## config.mk

```make
export PLATFORM = sky130hd
export DESIGN_NAME = pulse_stretcher
export DESIGN_NICKNAME = d
export VERILOG_FILES = /design/src/rtl/pulse_stretcher.sv
export SDC_FILE = /design/constraint.sdc
export NUM_CORES = 1
export LEC_CHECK = 0
export BUFFER_PORTS_ARGS = -buffer_cell sky130_fd_sc_hd__buf_4
export CORE_ASPECT_RATIO = 1.4
export CORE_UTILIZATION = 40
export DETAILED_ROUTE_END_ITERATION = 8
export PLACE_DENSITY = 0.68
export SYNTH_ARGS = -nofsm -noshare
export SYNTH_HDL_FRONTEND = slang
export SYNTH_SLANG_ARGS = --single-unit
```

## constraint.sdc

```tcl
create_clock -name clk -period 4.9 [get_ports clk]
set_clock_uncertainty 0.2 [all_clocks]
set_input_delay 0.49 -clock clk [delete_from_list [all_inputs] [get_ports clk]]
set_output_delay 0.49 -clock clk [all_outputs]
set_load 0.03 [all_outputs]
```

## src/rtl/pulse_stretcher.sv

```systemverilog
// Turns single-cycle internal events into fixed-width pulses on a physical pin,
// queueing events in a saturating counter. Define PULSE_STRETCHER_ACTIVE_LOW_EN for a low-going pin.
module pulse_stretcher #(
    parameter int HIGH_CYCLES = 1000000,
    parameter int LOW_CYCLES  = 500000,
    parameter int MAX_PENDING = 3
) (
    input  logic                             clk,
    input  logic                             reset,
    input  logic                             event_in,
    input  logic                             clear_dropped,
    output logic                             pin_out,
    output logic                             busy,
    output logic [$clog2(MAX_PENDING+1)-1:0] pending_count,
    output logic                             dropped
);
    localparam int TMAX = (HIGH_CYCLES > LOW_CYCLES) ? HIGH_CYCLES : LOW_CYCLES;
    localparam int TW   = $clog2(TMAX + 1);
    localparam int PW   = $clog2(MAX_PENDING + 1);

`ifdef PULSE_STRETCHER_ACTIVE_LOW_EN
    localparam logic PIN_IDLE = 1'b1;
`else
    localparam logic PIN_IDLE = 1'b0;
`endif

    typedef enum logic [1:0] {ST_IDLE, ST_HIGH, ST_LOW} state_t;

    state_t         state_reg, state_next;
    logic [TW-1:0]  timer_reg, timer_next;
    logic [PW-1:0]  pending_reg, pending_next;
    logic           dropped_reg, dropped_next;
    logic           pin_reg, pin_next;
    logic           bypass, consume, enq, overflow;
    logic [PW:0]    pend_sum;

    always_ff @(posedge clk or posedge reset) begin
        if (reset) begin
            state_reg   <= ST_IDLE;
            timer_reg   <= '0;
            pending_reg <= '0;
            dropped_reg <= 1'b0;
            pin_reg     <= PIN_IDLE;
        end else begin
            state_reg   <= state_next;
            timer_reg   <= timer_next;
            pending_reg <= pending_next;
            dropped_reg <= dropped_next;
            pin_reg     <= pin_next;
        end
    end

    always_comb begin
        state_next = state_reg;
        timer_next = timer_reg + TW'(1);
        bypass     = 1'b0;
        consume    = 1'b0;
        case (state_reg)
            ST_IDLE: begin
                timer_next = '0;
                if (event_in) begin
                    state_next = ST_HIGH;
                    bypass     = 1'b1;
                end
            end
            ST_HIGH: begin
                if (timer_reg == TW'(HIGH_CYCLES - 1)) begin
                    state_next = ST_LOW;
                    timer_next = '0;
                end
            end
            ST_LOW: begin
                // The low gap always runs to completion; queued events win over a same-cycle event_in.
                if (timer_reg == TW'(LOW_CYCLES - 1)) begin
                    timer_next = '0;
                    if (pending_reg != '0) begin
                        state_next = ST_HIGH;
                        consume    = 1'b1;
                    end else if (event_in) begin
                        state_next = ST_HIGH;
                        bypass     = 1'b1;
                    end else begin
                        state_next = ST_IDLE;
                    end
                end
            end
            default: begin
                state_next = ST_IDLE;
                timer_next = '0;
            end
        endcase

        enq          = event_in & ~bypass;
        pend_sum     = {1'b0, pending_reg} + (PW+1)'(enq) - (PW+1)'(consume);
        overflow     = (pend_sum > (PW+1)'(MAX_PENDING));
        pending_next = overflow ? PW'(MAX_PENDING) : pend_sum[PW-1:0];
        if (overflow)
            dropped_next = 1'b1;
        else if (clear_dropped)
            dropped_next = 1'b0;
        else
            dropped_next = dropped_reg;
    end

    always_comb begin
        pin_next = (state_next == ST_HIGH) ? ~PIN_IDLE : PIN_IDLE;
        busy     = (state_reg != ST_IDLE) || (pending_reg != '0);
    end

    assign pin_out       = pin_reg;
    assign pending_count = pending_reg;
    assign dropped       = dropped_reg;

endmodule

```

==> results of run 1 <==
==> through the flow <==
step           setup WS, ps  hold WS, ps  instance area (um^2)  instances  utilization
2_1_floorplan          2101        251.6                  1489        147            -
3_3_place_gp           2017        265.8                  1587        193       0.4569
3_5_place_dp           1892        284.6                  1587        193       0.4569
4_1_cts                1867        202.4                  1642        197       0.4728
5_1_grt                1716        191.8                  1642        197       0.4728
6_report               1911        203.3                  1642        197       0.4728
==> critical path, stage by stage, from the launching register on <==
cell and delay (ps):
dfrtp_1 410, ha_1 250, and4_1 270, nand3_2 140
nor2_1 60, a211o_1 290, ha_1 270, inv_1 60
ha_1 130, inv_1 50, fa_1 370, xnor2_1 230
o21ai_0 130
==> worst max path at each step <==
stage / startpoint / endpoint / slack, ps / cells past startpoint
after floorplan: timer_reg[0] / dropped / 2100 / 12
after global placement: timer_reg[0] / dropped / 2020 / 12
after detailed placement: timer_reg[0] / dropped / 1890 / 12
after CTS: timer_reg[0] / dropped / 1870 / 12
after global routing: timer_reg[0] / dropped / 1720 / 12
final: timer_reg[0] / dropped / 1910 / 12
==> synth_stat cells <==
| cell | instances | share of area |
|---|---|---|
| fa_1 | 1 | 0.013 |
| nor4b_2 | 1 | 0.010 |
| nor4b_1 | 1 | 0.0059 |
| dfrtp_1 | 26 | 0.44 |
| nor2b_1 | 3 | 0.013 |
| a21oi_1 | 1 | 0.0034 |
| nand3_1 | 6 | 0.020 |
| inv_1 | 9 | 0.023 |
| xnor2_1 | 6 | 0.035 |
| clkbuf_2 | 1 | 0.0034 |
| nand4_4 | 1 | 0.014 |
| a211o_1 | 1 | 0.0059 |
| nand4_1 | 4 | 0.017 |
| o21a_1 | 1 | 0.0050 |
| nor2_1 | 25 | 0.063 |
| a21boi_1 | 1 | 0.0050 |
| and4bb_2 | 1 | 0.0084 |
| and3_1 | 2 | 0.0084 |
| or2_2 | 1 | 0.0042 |
| nor3_1 | 1 | 0.0034 |
| buf_4 | 2 | 0.010 |
| o21ai_1 | 1 | 0.0034 |
| nor3_2 | 1 | 0.0067 |
| a31oi_1 | 1 | 0.0042 |
| nand2_1 | 12 | 0.030 |
| and4_1 | 2 | 0.012 |
| nor4b_4 | 1 | 0.016 |
| nor4_4 | 2 | 0.029 |
| and2_1 | 1 | 0.0042 |
| nand2b_1 | 1 | 0.0042 |
| nand3_2 | 1 | 0.0067 |
| nand4b_1 | 2 | 0.012 |
| o31ai_1 | 1 | 0.0050 |
| ha_1 | 7 | 0.059 |
| o21ai_0 | 4 | 0.013 |
| xor2_1 | 13 | 0.076 |
| a211oi_1 | 2 | 0.010 |
==> kinds of logic (layout without fill, tap and decap cells) <==
| kind of cell | after synthesis | after routing | synth area share |
|---|---|---|---|
| AO/OA/AOI/OAI | 13 | 13 | 0.05546 |
| AND/OR/NAND/NOR | 69 | 69 | 0.2874 |
| adder cells (fa/ha/maj) | 8 | 8 | 0.07227 |
| flip-flops | 26 | 26 | 0.4370 |
| buffers and inverters | 12 | 22 | 0.03613 |
| XOR/XNOR | 19 | 19 | 0.1118 |
==> cell type report <==
| class | count | area share |
|---|---|---|
| clock buffer | 4 | 0.03354 |
| inverter | 9 | 0.02058 |
| multi-input combinational | 109 | 0.4779 |
| sequential | 26 | 0.3963 |
| tap | 40 | 0.03049 |
| timing repair buffer | 9 | 0.04116 |
==> layer usage <==
metal,GRT usage,vias up,part of all wire
met5,0,-,0
met4,0.07602,0,0.023
met3,0.03272,7,0.020
met2,0.2597,13,0.51
met1,0.1748,507,0.44
li1,-,513,-
==> power groups by stage <==
stage / Clock [mW] / Sequential (mW) / Combinational, mW
after global routing: 0.150 / 0.268 / 0.211
after detailed placement: 0 / 0.268 / 0.192
after global placement: 0 / 0.266 / 0.185
final: 0.136 / 0.262 / 0.189
after floorplan: 0 / 0.290 / 0.117
after CTS: 0.142 / 0.263 / 0.194
==> results by group, run 1 <==
Power and ir drop
  – Leakage: between 0.7 and 0.8 nW
  – Power Internal: between 0.3 and 0.4 mW
  – Sw Share: 0.3484
  – Power per Cell Area: ~360 nW/um^2
  – VDD IR max: 0.2327 mV
  – NetSw: a little over 0.2 mW
  – Seq pwr share: 0.447
  – Combinational share of power: 0.321
  – Clock power share: 0.232
  – Total power: about 0.59 mW

Global routing
  – Global-route wire length before repair: 4.312 mm
  – Gr usage total: 0.1520
  – Antenna violations before repair: 0
  – Vias in the first global route: between 900 and 1000
  – Grt ovf: 0
  – Largest net degree at the start of global routing: 27

Logic synthesis
  – Register bit count reported by yosys: 26
  – Synth warn: 0
  – Post-Syn Area per Cell: 10.13 um^2
  – Post-synthesis sequential area ratio: 0.4370
  – Post-Syn Nets: between 150 and 200
  – Count of cell types in the netlist: 37
  – Synthesized instance count: about 150
  – Mapped Area: 1489 um^2

Layout
  – Reg area: about 650 um^2
  – Nets: 170
  – ANT cells: 0
  – Commonest non-fill, non-tap cells in the layout: 26 x dfrtp_1, 25 x nor2_1, 13 x xor2_1, 12 x nand2_1
  – Area grow syn2layout: 10.25%
  – Largest register FFs: 20
  – Layout cells sized above 1: 0.1401
  – Commonest non-fill, non-tap cell in the layout: dfrtp_1
  – FILL cells: between 300 and 400
  – Multi-input combinational cell area: slightly below 800 um^2

Hold path
  – Hold path start: clear_dropped
  – HP Class: in -> reg
  – Worst Hold End: dropped
  – Hold path cells: 2

STA
  – Max Clk Rate: roughly 330 MHz
  – Final setup TNS: 0 ps
  – Setup Viol. Count Final: 0
  – RSZ-0062 raised after global routing: false
  – Final min period: 2989 ps
  – Fin crit share: 0.6101
  – Slew @ Worst Pin: 962.7 ps
  – Max transition margin: 0.3575
  – Max Slew Vio Count: 0
  – Hold Fails Final Rpt: 0

Floorplan
  – Num ports: 9
  – Die X: ~54 um
  – Die ar.: a little under 4000 um^2
  – Row count: 25
  – Initial Util: 0.4288
  – Floorplan core area: between 3000 and 4000 um^2
  – Die Span Y: between 70 and 80 um

Status
  – Status: completed

Drt
  – Routed Antenna Nets: 0
  – Drt pass-1 iters: 4
  – Initial DRC count: 11
  – Total Wirelength: 2.575 mm
  – Routed WL per cell: roughly 13 um
  – DR vias: ~1000
  – DRC errors left: 0
  – Vias per std cell: ~5.3

Clock tree
  – Worst skew pair latency: about 270 ps
  – CTS Hold Bufs: 0
  – TritonCTS clock tree: built
  – Clock Path Buffers: 2
  – Root buf cell: clkbuf_8
  – Num CTS Buffers: 3
  – Post-CTS Resized: 0
  – Post-CTS setup buffer count: 0
  – H-Tree Depth: 1
  – CTS sink cnt: 26
  – Worst-path clk slew: roughly 80 ps

Placement
  – Final Wtd Congestion: between 0.7 and 0.8
  – Buffers on Ports: 8
  – Final HPWL DP: 1.942 mm

Setup path
  – R2R Setup Slk: around 1900 ps
  – Cell count of the worst reg-to-reg path: 12
  – Startpoint Class: flop
  – CP max FO: 5
  – RR Endpoint: dropped
  – R2r startpoint: timer_reg[0]
  – CP required: approximately 4800 ps
  – Crit Path Category: reg -> reg
  – Crit path DAT: a little under 3000 ps
  – Crit end category: flop

Flow run
  – Max_cap viols: 0
No activity file was read; power rests on OpenSTA's default activity.
==> inputs of run 2 (changes only) <==
==> constraint.sdc (replaced) <==
create_clock -name clk -period 3.1 [get_ports clk]
set_clock_uncertainty 0.2 [all_clocks]
set_input_delay 0.31 -clock clk [delete_from_list [all_inputs] [get_ports clk]]
set_output_delay 0.31 -clock clk [all_outputs]
set_load 0.03 [all_outputs]
==> run 2 against run 1 <==
Against the previous run:
- die area did not move
- sequential share of layout area shrank 0.51 points
- core utilization increased by 0.61 points
- clock power up 60%
- flip-flop and latch count did not move
- register-to-register slack worse by 1700 ps
- worst hold slack lost 140 ps
- largest power group unchanged
==> results by group, run 2 (synthesis results as in run 1) <==
Status
  – Status: completed

Clock tree
  – Worst skew pair latency: 270 ps (about the same)
  – Clock Path Buffers: 2 (unchanged)
  – H-Tree Depth: 1 (unchanged)
  – CTS sink cnt: 26 (unchanged)
  – Root buf cell: clkbuf_8
  – Num CTS Buffers: 3 (unchanged)
  – Worst-path clk slew: 90 ps (about the same)
  – TritonCTS clock tree: built
  – Post-CTS setup buffer count: 0 (unchanged)

Setup path
  – Crit end category: flop
  – CP required: 3050 ps (-1790 ps)
  – Crit path DAT: 2850 ps (-80 ps)
  – CP max FO: 5 (unchanged)
  – Startpoint Class: flop
  – Crit Path Category: reg -> reg
  – R2R Setup Slk: 210 ps (-1700 ps)

Layout
  – Post-layout util: 0.4789 (+0.006126)
  – Commonest non-fill, non-tap cells in the layout: 26 x dfrtp_1, 25 x nor2_1, 13 x xor2_1, 12 x nand2_1
  – Area grow syn2layout: 11.68%
  – Commonest non-fill, non-tap cell in the layout: dfrtp_1
  – Reg area: 650.6 um^2 (unchanged)
  – FILL cells: 316 (+2.9%)
  – Layout cells sized above 1: 0.1582 (+0.01810)
  – Multi-input combinational cell area: 795.8 um^2 (+1.4%)
  – ANT cells: 0 (unchanged)
  – Largest register FFs: 20 (unchanged)
  – Nets: 171 (+0.59%)

STA
  – Setup Viol. Count Final: 0 (unchanged)
  – Fin crit share: 0.9336 (+0.3235)
  – Final WS setup: 205.9 ps (-1705 ps)
  – Final setup TNS: 0 ps (unchanged)
  – Max transition margin: 0.3460 (-0.01153)
  – Max Clk Rate: 345.5 MHz (+3.3%)
  – Final min period: 2894 ps (-95.26 ps)
  – Hold_ws: 63.64 ps (-139.7 ps)
  – RSZ-0062 raised after global routing: false
  – Hold Fails Final Rpt: 0 (unchanged)
  – Max Slew Vio Count: 0 (unchanged)
  – Slew @ Worst Pin: 980.0 ps (+17.28 ps)

Drt
  – Drt pass-1 iters: 4 (unchanged)
  – Vias per std cell: 5.263 (-0.31%)
  – Initial DRC count: 17 (+6)
  – Routed WL per cell: 13.33 um (+2.0%)
  – Routed Antenna Nets: 0 (unchanged)
  – DR vias: 1042 (+0.19%)
  – Total Wirelength: 2.639 mm (+2.5%)
  – DRC errors left: 0 (unchanged)

Placement
  – Final HPWL DP: 1.936 mm (-0.31%)
  – Placement Setup Slack: 127.1 ps (-1765 ps)
  – Buffers on Ports: 8 (unchanged)
  – Final Wtd Congestion: 0.7707 (-2.3%)

Global routing
  – Antenna violations before repair: 0 (unchanged)
  – Gr usage total: 0.1607 (+0.008679)
  – Largest net degree at the start of global routing: 27 (unchanged)
  – Grt ovf: 0 (unchanged)
  – Vias in the first global route: 1043 (+5.1%)
  – Global-route wire length before repair: 4.581 mm (+6.2%)

Power and ir drop
  – Leakage: 0.7378 nW (+1.1%)
  – Power per Cell Area: 568.6 nW/um^2 (+59%)
  – Total power: 0.9455 mW (+61%)
  – VDD IR max: 0.2591 mV (+11%)

Floorplan
  – Die Span Y: 74.19 um (unchanged)
  – Die ar.: 3974 um^2 (unchanged)
  – Initial Util: 0.4288 (unchanged)
  – Num ports: 9 (unchanged)
  – Die X: 53.57 um (unchanged)
  – Floorplan core area: 3472 um^2 (unchanged)
  – Row count: 25 (unchanged)

Hold path
  – HP Class: in -> async

Flow run
  – Max_cap viols: 0 (unchanged)
-- run 2: changes by cell type in the layout (fill, tap and decap cells not counted), sizes merged --
cell	before	now
dlygate4sd3	0	1
-- run 2: path summary, 6_finish.rpt --
kind / to / cells after the start / from
worst max-delay path: dropped / 12 / timer_reg[0]
worst min-delay path: pending_count[0] / 2 / reset
worst max register to register: dropped / 12 / timer_reg[0]
worst min register to register: timer_reg[0] / 1 / timer_reg[0]
max in group asynchronous: pin_out / 2 / reset
min in group clk: state_reg[0] / 5 / event_in
-- run 2: layout make-up --
| cell class | instances | area share |
|---|---|---|
| Tap cell | 40 | 0.03010 |
| Sequential cell | 26 | 0.3913 |
| Multi-Input combinational cell | 109 | 0.4786 |
| Inverter | 9 | 0.02032 |
| Clock buffer | 4 | 0.03311 |
| Timing Repair Buffer | 10 | 0.04665 |
-- run 2: where the power goes --
group	switching (mW)	internal, mW	leakage [nW]	total (mW)
Sequential	0.0390	0.379	0.345	0.418
Clock	0.104	0.114	0.0288	0.218
Combinational	0.189	0.121	0.364	0.309
Total	0.332	0.614	0.738	0.946
-- run 2: metal layers --
layer	vias to the layer above	part of all wire	GRT usage	routed length [um]
met3	5	0.020	0.01840	54
met4	0	0.022	0.08772	59
li1	516	-	-	-
met5	-	0	0	0
met2	13	0.54	0.2806	1417
met1	508	0.42	0.1861	1107
-- run 2: through the flow --
step / std cells / instance area, um^2
6_report: 198 / 1663
5_1_grt: 198 / 1663
4_1_cts: 197 / 1642
3_5_place_dp: 193 / 1587
3_3_place_gp: 193 / 1587
2_1_floorplan: 147 / 1489
-- run 2: worst max-delay path: stages, from the launching register on --
cell	delay, ps
dfrtp_1	420
ha_2	220
and4_2	270
nand3_2	130
nor2_1	60
a211o_1	290
ha_1	270
inv_1	50
ha_1	130
inv_1	50
fa_1	400
xnor2_2	180
o21ai_0	110
-- run 2: what timing repair did --
action,CTS,global route
resized for setup,0,3
endpoints found under the setup margin,0,3
hold endpoints to repair,0,1
hold buffers,0,1
